`config.mk`:
```
export PLATFORM = sky130hd
export DESIGN_NAME = serial_adder
export DESIGN_NICKNAME = d
export VERILOG_FILES = /design/src/rtl/serial_adder.sv
export SDC_FILE = /design/constraint.sdc
export NUM_CORES = 1
export LEC_CHECK = 0
export CAP_MARGIN = 25
export CELL_PAD_IN_SITES_DETAIL_PLACEMENT = 0
export CELL_PAD_IN_SITES_GLOBAL_PLACEMENT = 2
export CORE_ASPECT_RATIO = 0.7
export CORE_MARGIN = 2
export CORE_UTILIZATION = 30
export DETAILED_ROUTE_END_ITERATION = 6
export PLACE_DENSITY = 0.86
export SLEW_MARGIN = 20
export SYNTH_ARGS = -nofsm -noshare
export SYNTH_HDL_FRONTEND = slang
export SYNTH_SLANG_ARGS = --single-unit
export TNS_END_PERCENT = 10
```
`constraint.sdc`:
```
create_clock -name clk -period 1.4 [get_ports clk]
set_input_delay 0.35 -clock clk [delete_from_list [all_inputs] [get_ports clk]]
set_output_delay 0.35 -clock clk [all_outputs]
set_load 0.01 [all_outputs]
```
`src/rtl/serial_adder.sv`:
```
// Bit-serial adder: one full-adder cell plus a carry flop, LSB-first over WIDTH clocks.
// Optional signed-overflow output enabled by defining SERIAL_ADDER_OVF_EN.
//
// state | meaning
// ------+---------------------------------------------------
// IDLE  | waiting for start; sum/cout hold the last result
// RUN   | one operand bit pair through the full adder per clock
// DONE  | one-cycle done pulse; result valid
module serial_adder #(
    parameter int WIDTH = 8,
    parameter int CNT_W = $clog2(WIDTH) + 1
) (
    input  logic             clk,
    input  logic             rst,
    input  logic             start,
    input  logic [WIDTH-1:0] a,
    input  logic [WIDTH-1:0] b,
    input  logic             cin,
    output logic             busy,
    output logic             done,
    output logic [WIDTH-1:0] sum,
    output logic             cout
`ifdef SERIAL_ADDER_OVF_EN
    ,
    output logic             ovf
`endif
);

    typedef enum logic [1:0] {
        S_IDLE = 2'd0,
        S_RUN  = 2'd1,
        S_DONE = 2'd2
    } state_t;

    localparam logic [CNT_W-1:0] CNT_LAST = CNT_W'(WIDTH - 1);

    state_t           state_q, state_d;
    logic [WIDTH-1:0] a_sh_q, a_sh_d;
    logic [WIDTH-1:0] b_sh_q, b_sh_d;
    logic [WIDTH-1:0] sum_q, sum_d;
    logic [CNT_W-1:0] cnt_q, cnt_d;
    logic             carry_q, carry_d;
    logic             cout_q, cout_d;
    logic             busy_q, busy_d;
    logic             done_q, done_d;
`ifdef SERIAL_ADDER_OVF_EN
    logic             ovf_q, ovf_d;
`endif

    logic             ha_p, ha_g, fa_s, fa_c;

    always_comb begin
        // Full-adder cell: two half adders and an OR carry merge.
        ha_p = a_sh_q[0] ^ b_sh_q[0];
        ha_g = a_sh_q[0] & b_sh_q[0];
        fa_s = ha_p ^ carry_q;
        fa_c = ha_g | (ha_p & carry_q);

        state_d = state_q;
        a_sh_d  = a_sh_q;
        b_sh_d  = b_sh_q;
        sum_d   = sum_q;
        cnt_d   = cnt_q;
        carry_d = carry_q;
        cout_d  = cout_q;
`ifdef SERIAL_ADDER_OVF_EN
        ovf_d   = ovf_q;
`endif

        case (state_q)
            S_IDLE: begin
                if (start) begin
                    a_sh_d  = a;
                    b_sh_d  = b;
                    carry_d = cin;
                    cnt_d   = '0;
                    state_d = S_RUN;
                end
            end
            S_RUN: begin
                // Sum bits fill the A shifter from the top as its operand bits drain out the bottom.
                a_sh_d  = {fa_s, a_sh_q[WIDTH-1:1]};
                b_sh_d  = {1'b0, b_sh_q[WIDTH-1:1]};
                carry_d = fa_c;
                cnt_d   = cnt_q + CNT_W'(1);
                if (cnt_q == CNT_LAST) begin
                    sum_d   = a_sh_d;
                    cout_d  = fa_c;
`ifdef SERIAL_ADDER_OVF_EN
                    ovf_d   = carry_q ^ fa_c;
`endif
                    state_d = S_DONE;
                end
            end
            S_DONE: begin
                state_d = S_IDLE;
            end
            default: begin
                state_d = S_IDLE;
            end
        endcase

        busy_d = (state_d != S_IDLE);
        done_d = (state_d == S_DONE);
    end

    always_ff @(posedge clk) begin
        if (rst) begin
            state_q <= S_IDLE;
            a_sh_q  <= '0;
            b_sh_q  <= '0;
            sum_q   <= '0;
            cnt_q   <= '0;
            carry_q <= 1'b0;
            cout_q  <= 1'b0;
            busy_q  <= 1'b0;
            done_q  <= 1'b0;
`ifdef SERIAL_ADDER_OVF_EN
            ovf_q   <= 1'b0;
`endif
        end else begin
            state_q <= state_d;
            a_sh_q  <= a_sh_d;
            b_sh_q  <= b_sh_d;
            sum_q   <= sum_d;
            cnt_q   <= cnt_d;
            carry_q <= carry_d;
            cout_q  <= cout_d;
            busy_q  <= busy_d;
            done_q  <= done_d;
`ifdef SERIAL_ADDER_OVF_EN
            ovf_q   <= ovf_d;
`endif
        end
    end

    assign busy = busy_q;
    assign done = done_q;
    assign sum  = sum_q;
    assign cout = cout_q;
`ifdef SERIAL_ADDER_OVF_EN
    assign ovf  = ovf_q;
`endif

endmodule

```
==> impl_metrics.env, run 1 <==
export IMPL_status="completed"
export IMPL_total_leakage_power_nw=0.803
export IMPL_worst_path_buf_inv=0
export IMPL_grt_pass1_vias=1305
export IMPL_dp_hpwl_microns=2540
export IMPL_p_switching_mw=0.503
export IMPL_overflow=0
export IMPL_vdd_drop_max_mv=0.446
export IMPL_instances_no_fill=267
export IMPL_syn_area_per_cell_sq_um=9.24
export IMPL_fin_crit_ns=1.30
export IMPL_r2r_start="a_sh_q[0]"
export IMPL_netlist_area_sq_mm=0.00149
export IMPL_cts_tree="done"
export IMPL_cts_reportedPaths_clkPinSlew_ns=0.07
export IMPL_wirelength_microns=3780
export IMPL_first_pass_iters=4
export IMPL_cts_root_buf="clkbuf_8"
export IMPL_crit_path_max_fanout=2
export IMPL_grtUsageTotal_pct=14.5
export IMPL_drive_above_1_share_pct=17.2
export IMPL_min_path_cells=2
export IMPL_area_delta_synth_final_pct=36.2
export IMPL_min_from="cout"
export IMPL_hold_end="cout"
export IMPL_start_kind="flop"
export IMPL_fin_skew_ns=0.00668
export IMPL_synth_nets=183
export IMPL_num_vias=1311
export IMPL_dp_cells=259
export IMPL_clock_latency_ns=0.28
export IMPL_syn_inst=161
export IMPL_drtIter0Drc=81
export IMPL_synth_top_area_share_pct=45.8
export IMPL_start_util_pct=31.1
export IMPL_grt_pass1_wl_microns=6310
export IMPL_synth_top_area_cell="dfxtp_1"
export IMPL_slew_headroom_pct=65.7
export IMPL_vias_per_cell=4.91
export IMPL_place_port_buffers=30
export IMPL_yosys_top_cells_area="dfxtp_1 (46%), a211oi_1 (8.6%), o21ai_0 (6.1%)"
export IMPL_arrival_ns=1.50
export IMPL_min_period_over_period_pct=92.5
export IMPL_grt_max_degree=33
export IMPL_routedWlPerCell_microns=14.2
export IMPL_ys_ff_latch=34
export IMPL_finalSetupViolCount=0
export IMPL_timing_critical_path_to_type="flop"
export IMPL_path_cells="fa_1, o22ai_1, a211oi_1"
export IMPL_p_total_mw=2.07
export IMPL_hold_viol=0
export IMPL_p_per_area_mw_per_mm2=1020
export IMPL_maxCapViolCount=0
export IMPL_htreeDepth=2
export IMPL_ys_types=33
export IMPL_antenna_cells=0
export IMPL_combPwrFrac_pct=14.4
export IMPL_fp_dieW_microns=88.2
export IMPL_fin_tns_setup_ns=0
export IMPL_worst_pin_slew_ns=0.513
export IMPL_cp_top_family="adder cells"
export IMPL_regToRegSetupSlack_ns=0.10
export IMPL_clk_path_buf_depth=2
export IMPL_nets=221
export IMPL_intPower_mw=1.57
export IMPL_numClockSinks=34
export IMPL_rsz0062_at_grt="no"
export IMPL_path_class="reg2reg"
export IMPL_ios=31
export IMPL_pwr_share_clk_pct=34.6
export IMPL_ys_warn_count=0
export IMPL_antenna_left=0
export IMPL_rows=21
export IMPL_cp_required_ns=1.60
export IMPL_fp_dieArea_sq_mm=0.00555
export IMPL_critPathMaxStageDelay_ns=0.57
export IMPL_cts_hold_buf=0
export IMPL_fillers=474
export IMPL_crit_slowest_cell="fa_1"
export IMPL_r2r_end="a_sh_q[7]"
export IMPL_cts_buffers=5
export IMPL_sw_frac_of_total_pct=24.3
export IMPL_antenna_found_initial=0
export IMPL_slew_violations=0
export IMPL_hp_class="reg2reg"
export IMPL_power_share_sequential_pct=51.0
export IMPL_drc=0
export IMPL_gp_congestion=0.759
export IMPL_utilization_pct=42.4
export IMPL_reg2reg_depth=3
export IMPL_die_h_microns=62.9
export IMPL_clock_fmax_ghz=0.772
export IMPL_core_sq_mm=0.00478
export IMPL_synth_seq_area_share_pct=45.8
cells by family (layout without fill, tap and decap cells):
group	count (synthesis)	after routing	synth area share, %
AO/OA/AOI/OAI	48	48	20.9
AND/OR/NAND/NOR	61	61	25.6
flip-flops	34	34	45.8
adder cells (fa/ha/maj)	2	2	2.19
multiplexers	1	1	0.673
buffers and inverters	15	52	4.88
layer usage:
layer	GRT usage (%)	share of wire (%)	vias to the layer above
li1	-	-	658
met1	19.8	52	622
met2	21.9	43	26
met3	4.49	4.2	5
met4	3.98	0.77	0
met5	0	0	-
how the worst max path moves through the flow:
| stage | start | to | slack [ns] | cells past startpoint |
|---|---|---|---|---|
| 6_report | a_sh_q[0] | a_sh_q[7] | 0.10 | 3 |
| 5_1_grt | state_q[0] | carry_q | 0.06 | 5 |
| 4_1_cts | start | a_sh_q[5] | -0.02 | 5 |
| 3_5_place_dp | start | b_sh_q[5] | -0.36 | 5 |
| 3_3_place_gp | start | b_sh_q[5] | -0.34 | 5 |
| 2_1_floorplan | start | b_sh_q[3] | 0.18 | 4 |
metrics by stage:
step | cell area, sq um | hold WS (ns) | worst slack, ns
detailed placement | 1920 | 0.466 | -0.362
finish | 2030 | 0.471 | 0.105
global placement | 1920 | 0.458 | -0.342
CTS | 2010 | 0.474 | -0.0248
floorplan | 1490 | 0.451 | 0.179
global route | 2030 | 0.489 | 0.0645
power by group through the flow:
stage               sequential, mW  clock, mW  combinational [mW]
floorplan                     1.07          0               0.160
finish                        1.06      0.715               0.298
CTS                           1.06      0.733               0.293
detailed placement            1.08          0               0.283
global placement              1.07          0               0.276
global route                  1.06      0.769               0.327
worst register-to-register path, delay by kind of cell, from the launching register on:
kind / cells / cell delay, ns
flip-flops: 1 / 0.33
adder cells (fa/ha/maj): 1 / 0.58
AO/OA/AOI/OAI: 2 / 0.31
area by class of cell:
cell class | count | area [sq um] | share of cell area [%]
Inverter | 2 | 7.51 | 0.371
Timing Repair Buffer | 44 | 423 | 20.9
Sequential cell | 34 | 681 | 33.6
Multi-Input combinational cell | 112 | 746 | 36.8
Tap cell | 69 | 86.3 | 4.26
Clock buffer | 6 | 82.6 | 4.08
state kept, by name, summed over array words and instances (netlist names):
register  count
a_sh_q        8
b_sh_q        8
busy          1
carry_q       1
cnt_q         4
cout          1
done          1
state_q       2
sum           8
layout by cell type (no fill, tap or decap):
cell,count
a211oi_1,17
buf_4,11
a31oi_1,1
o21bai_2,1
and2_2,1
a22oi_1,1
o22ai_1,7
ha_1,1
nand2b_2,1
clkdlybuf4s50_1,18
o21ai_0,13
a222oi_1,1
nand2_1,1
dfxtp_1,34
dlymetal6s2s_1,1
nand2b_1,9
dlygate4sd2_1,11
or3b_4,4
nand3_1,2
and3b_1,1
and2b_1,1
o21ai_1,5
clkbuf_8,6
a21oi_1,1
nor2_1,21
inv_2,1
mux2i_1,1
buf_12,2
nor4bb_1,1
buf_6,1
inv_1,1
nor2b_1,4
nand4b_1,9
or4_1,1
or3b_2,5
fa_1,1
o21ba_2,1
synth_stat cells, drive strengths merged:
master  instances
dfxtp          34
nor2           21
o21ai          18
a211oi         17
nand2b         10
clkbuf          9
nand4b          9
or3b            9
o22ai           7
buf             4
nor2b           4
inv             2
nand3           2
a21oi           1
a222oi          1
a22oi           1
a31oi           1
and2            1
and2b           1
and3b           1
fa              1
ha              1
mux2i           1
nand2           1
nor4bb          1
o21ba           1
o21bai          1
or4             1
repair_timing:
item,in CTS,in global routing
setup buffers,0,1
hold endpoints to repair,0,0
cloned,0,1
setup endpoints to repair,20,26
resized for setup,21,3
pin swaps,1,0
(Power assumes the default switching activity.)
==> inputs of run 2 (changes only) <==
--- a/config.mk
+++ b/config.mk
@@ -11,6 +11,7 @@
 export CORE_ASPECT_RATIO = 0.7
 export CORE_MARGIN = 2
 export CORE_UTILIZATION = 30
+export CTS_CLUSTER_DIAMETER = 200
 export DETAILED_ROUTE_END_ITERATION = 6
 export PLACE_DENSITY = 0.86
 export SLEW_MARGIN = 20
==> results of run 2 <==
Same layout as run 1: the final DEF is identical, and so are final timing and power.
==> inputs of run 3 (changes only) <==
==> config.mk (replaced) <==
export PLATFORM = sky130hd
export DESIGN_NAME = serial_adder
export DESIGN_NICKNAME = d
export VERILOG_FILES = /design/src/rtl/serial_adder.sv
export SDC_FILE = /design/constraint.sdc
export NUM_CORES = 1
export LEC_CHECK = 0
export ABC_AREA = 1
export CAP_MARGIN = 25
export CELL_PAD_IN_SITES_DETAIL_PLACEMENT = 0
export CELL_PAD_IN_SITES_GLOBAL_PLACEMENT = 2
export CORE_ASPECT_RATIO = 0.7
export CORE_MARGIN = 2
export CORE_UTILIZATION = 27
export CTS_CLUSTER_DIAMETER = 200
export DETAILED_ROUTE_END_ITERATION = 6
export PLACE_DENSITY = 0.85
export SETUP_SLACK_MARGIN = 0.2
export SLEW_MARGIN = 20
export SYNTH_ARGS = -nofsm -noshare
export SYNTH_HDL_FRONTEND = slang
export SYNTH_SLANG_ARGS = --single-unit
export TNS_END_PERCENT = 30
==> run 3 against run 2 <==
Wire length grew 10%. Critical path type is now reg2out. Clock power grew 20%. Largest cell class unchanged. Synthesized cell count grew 36%.
==> impl_metrics.env, run 3 <==
export IMPL_area_delta_synth_final_pct=40.4
export IMPL_cts_tree="done"
export IMPL_slew_headroom_pct=80.3
export IMPL_ys_types=19
export IMPL_p_total_mw=2.18
export IMPL_layout_commonest_cell="nand2_1"
export IMPL_syn_area_per_cell_sq_um=7.02
export IMPL_core_sq_mm=0.00537
export IMPL_start_kind="flop"
export IMPL_path_class="reg2out"
export IMPL_grt_pass1_wl_microns=6470
export IMPL_routedWlPerCell_microns=12.4
export IMPL_grt_max_degree=19
export IMPL_antenna_cells=0
export IMPL_yosys_top_cells_area="dfxtp_1 (44%), nand2_1 (14%), nand3_1 (13%)"
export IMPL_wirelength_microns=4180
export IMPL_place_area_sq_mm=0.00197
export IMPL_overflow=0
export IMPL_netlist_area_sq_mm=0.00154
export IMPL_antenna_found_initial=0
export IMPL_first_pass_iters=4
export IMPL_die_h_microns=67.1
export IMPL_synthArstFlopShare_pct=0
export IMPL_finalSetupViolCount=0
export IMPL_gp_congestion=0.763
export IMPL_clock_fmax_ghz=0.827
export IMPL_cts_reportedPaths_clkPinSlew_ns=0.07
export IMPL_maxCapViolCount=0
export IMPL_synth_most_common_cell="nand2_1"
export IMPL_fp_dieW_microns=94.2
export IMPL_synth_top_area_share_pct=44.3
export IMPL_crit_path_max_fanout=1
export IMPL_nets=285
export IMPL_rsz0062_at_grt="yes"
export IMPL_utilization_pct=40.2
export IMPL_arrival_ns=0.86
export IMPL_cts_buffers=5
export IMPL_cp_top_family="flip-flops"
export IMPL_fin_crit_ns=1.21
export IMPL_total_leakage_power_nw=0.983
export IMPL_synth_nets=241
export IMPL_worst_pin_slew_ns=0.296
export IMPL_timing_critical_path_to_type="primary output"
export IMPL_ys_warn_count=0
export IMPL_cts_hold_buf=0
export IMPL_numClockSinks=34
export IMPL_hold_viol=0
export IMPL_fin_area_sq_mm=0.00216
export IMPL_fp_dieArea_sq_mm=0.00632
export IMPL_grtUsageTotal_pct=13.9
export IMPL_place_port_buffers=30
export IMPL_synth_top_area_cell="dfxtp_1"
export IMPL_syn_inst=219
export IMPL_slew_violations=0
export IMPL_critPathMaxStageDelay_ns=0.30
export IMPL_synth_seq_area_share_pct=44.3
export IMPL_min_period_over_period_pct=86.4
export IMPL_dp_hpwl_microns=2760
export IMPL_grt_pass1_vias=1327
export IMPL_hp_class="reg2reg"
export IMPL_ys_ff_latch=34
export IMPL_drtIter0Drc=63
export IMPL_synth_edf_count=0
export IMPL_mostFrequentLayoutCells="nand2_1 (55), nand3_1 (39), nor2_1 (29), dfxtp_1 (24), inv_1 (19)"
export IMPL_path_cells="dlygate4sd2_1"
export IMPL_vias_per_cell=4.29
export IMPL_antenna_left=0
export IMPL_ios=31
export IMPL_cp_required_ns=1.05
export IMPL_synth_main_ff_cell="dfxtp_1"
export IMPL_rows=22
export IMPL_clock_latency_ns=0.29
export IMPL_vdd_drop_max_mv=0.402
export IMPL_status="completed"
export IMPL_worst_path_buf_inv=1
export IMPL_start_util_pct=28.6
export IMPL_synth_top_cells_by_count="nand2_1 (57), nand3_1 (39), dfxtp_1 (34)"
export IMPL_drive_above_1_share_pct=23.9
export IMPL_fin_skew_ns=0.00376
export IMPL_crit_slowest_cell="dfxtp_1"
export IMPL_drc=0
export IMPL_htreeDepth=2
export IMPL_num_vias=1441
export IMPL_cts_root_buf="clkbuf_8"
export IMPL_clk_path_buf_depth=2
export IMPL_p_per_area_mw_per_mm2=1010
## run 3: layout make-up
type	count	area, sq um
Clock buffer	8	110
Fill cell	574	3210
Inverter	22	86.3
Multi-Input combinational cell	153	759
Sequential cell	34	701
Tap cell	72	90.1
Timing Repair Buffer	46	405
Timing Repair inverter	1	7.51
## run 3: power by group
part / switching [mW] / leakage [nW] / internal [mW] / total [mW]
combinational: 0.155 / 0.643 / 0.130 / 0.285
clock: 0.364 / 0.0575 / 0.497 / 0.860
sequential: 0.0293 / 0.283 / 1.00 / 1.03
## run 3: path summary, 6_finish.rpt
kind	cells after the start	endpoint	from	slack (ns)
setup reg to reg	5	a_sh_q[7]	b_sh_q[0]	0.19
hold / removal	2	sum[0]	a_sh_q[1]	0.46
hold reg to reg	2	sum[0]	a_sh_q[1]	0.46
setup / recovery	1	busy	busy	0.19
## run 3: kinds of logic after synthesis
group / Yosys count / share of synthesized area [%]
flops: 34 / 44.3
simple gates: 140 / 40.4
fa+ha+maj: 2 / 2.12
compound gates: 11 / 3.58
buf+inv: 32 / 9.60
## run 3: worst register-to-register path: cells and delay by family, from the launching register on
family,cells,cell delay (ns)
flip-flops,1,0.36
buffers and inverters,1,0.04
AND/OR/NAND/NOR,3,0.20
adder cells (fa/ha/maj),1,0.52
## run 3: timing repair
action / 4_1_cts / 5_1_grt
endpoints found under the setup margin: 22 / 37
resized for setup: 41 / 19
cloned: 0 / 3
setup buffers: 0 / 1
pin swaps: 0 / 10
## run 3: routing by layer
| metal | vias to the layer above | part of all wire (%) | GRT usage (%) |
|---|---|---|---|
| li1 | 771 | - | - |
| met2 | 27 | 40 | 19.4 |
| met5 | - | 0 | 0 |
| met1 | 635 | 54 | 20.2 |
| met3 | 8 | 4.5 | 3.68 |
| met4 | 0 | 1.7 | 5.98 |
## run 3: metrics by stage
stage,cells,TNS [ns],setup WS (ns),hold WS (ns)
after global placement,324,-1.04,-0.0938,0.453
after global routing,336,0,0.110,0.487
after detailed placement,324,-1.10,-0.0962,0.456
final,336,0,0.191,0.462
after CTS,332,0,0.169,0.450
after floorplan,219,0,0.200,0.438
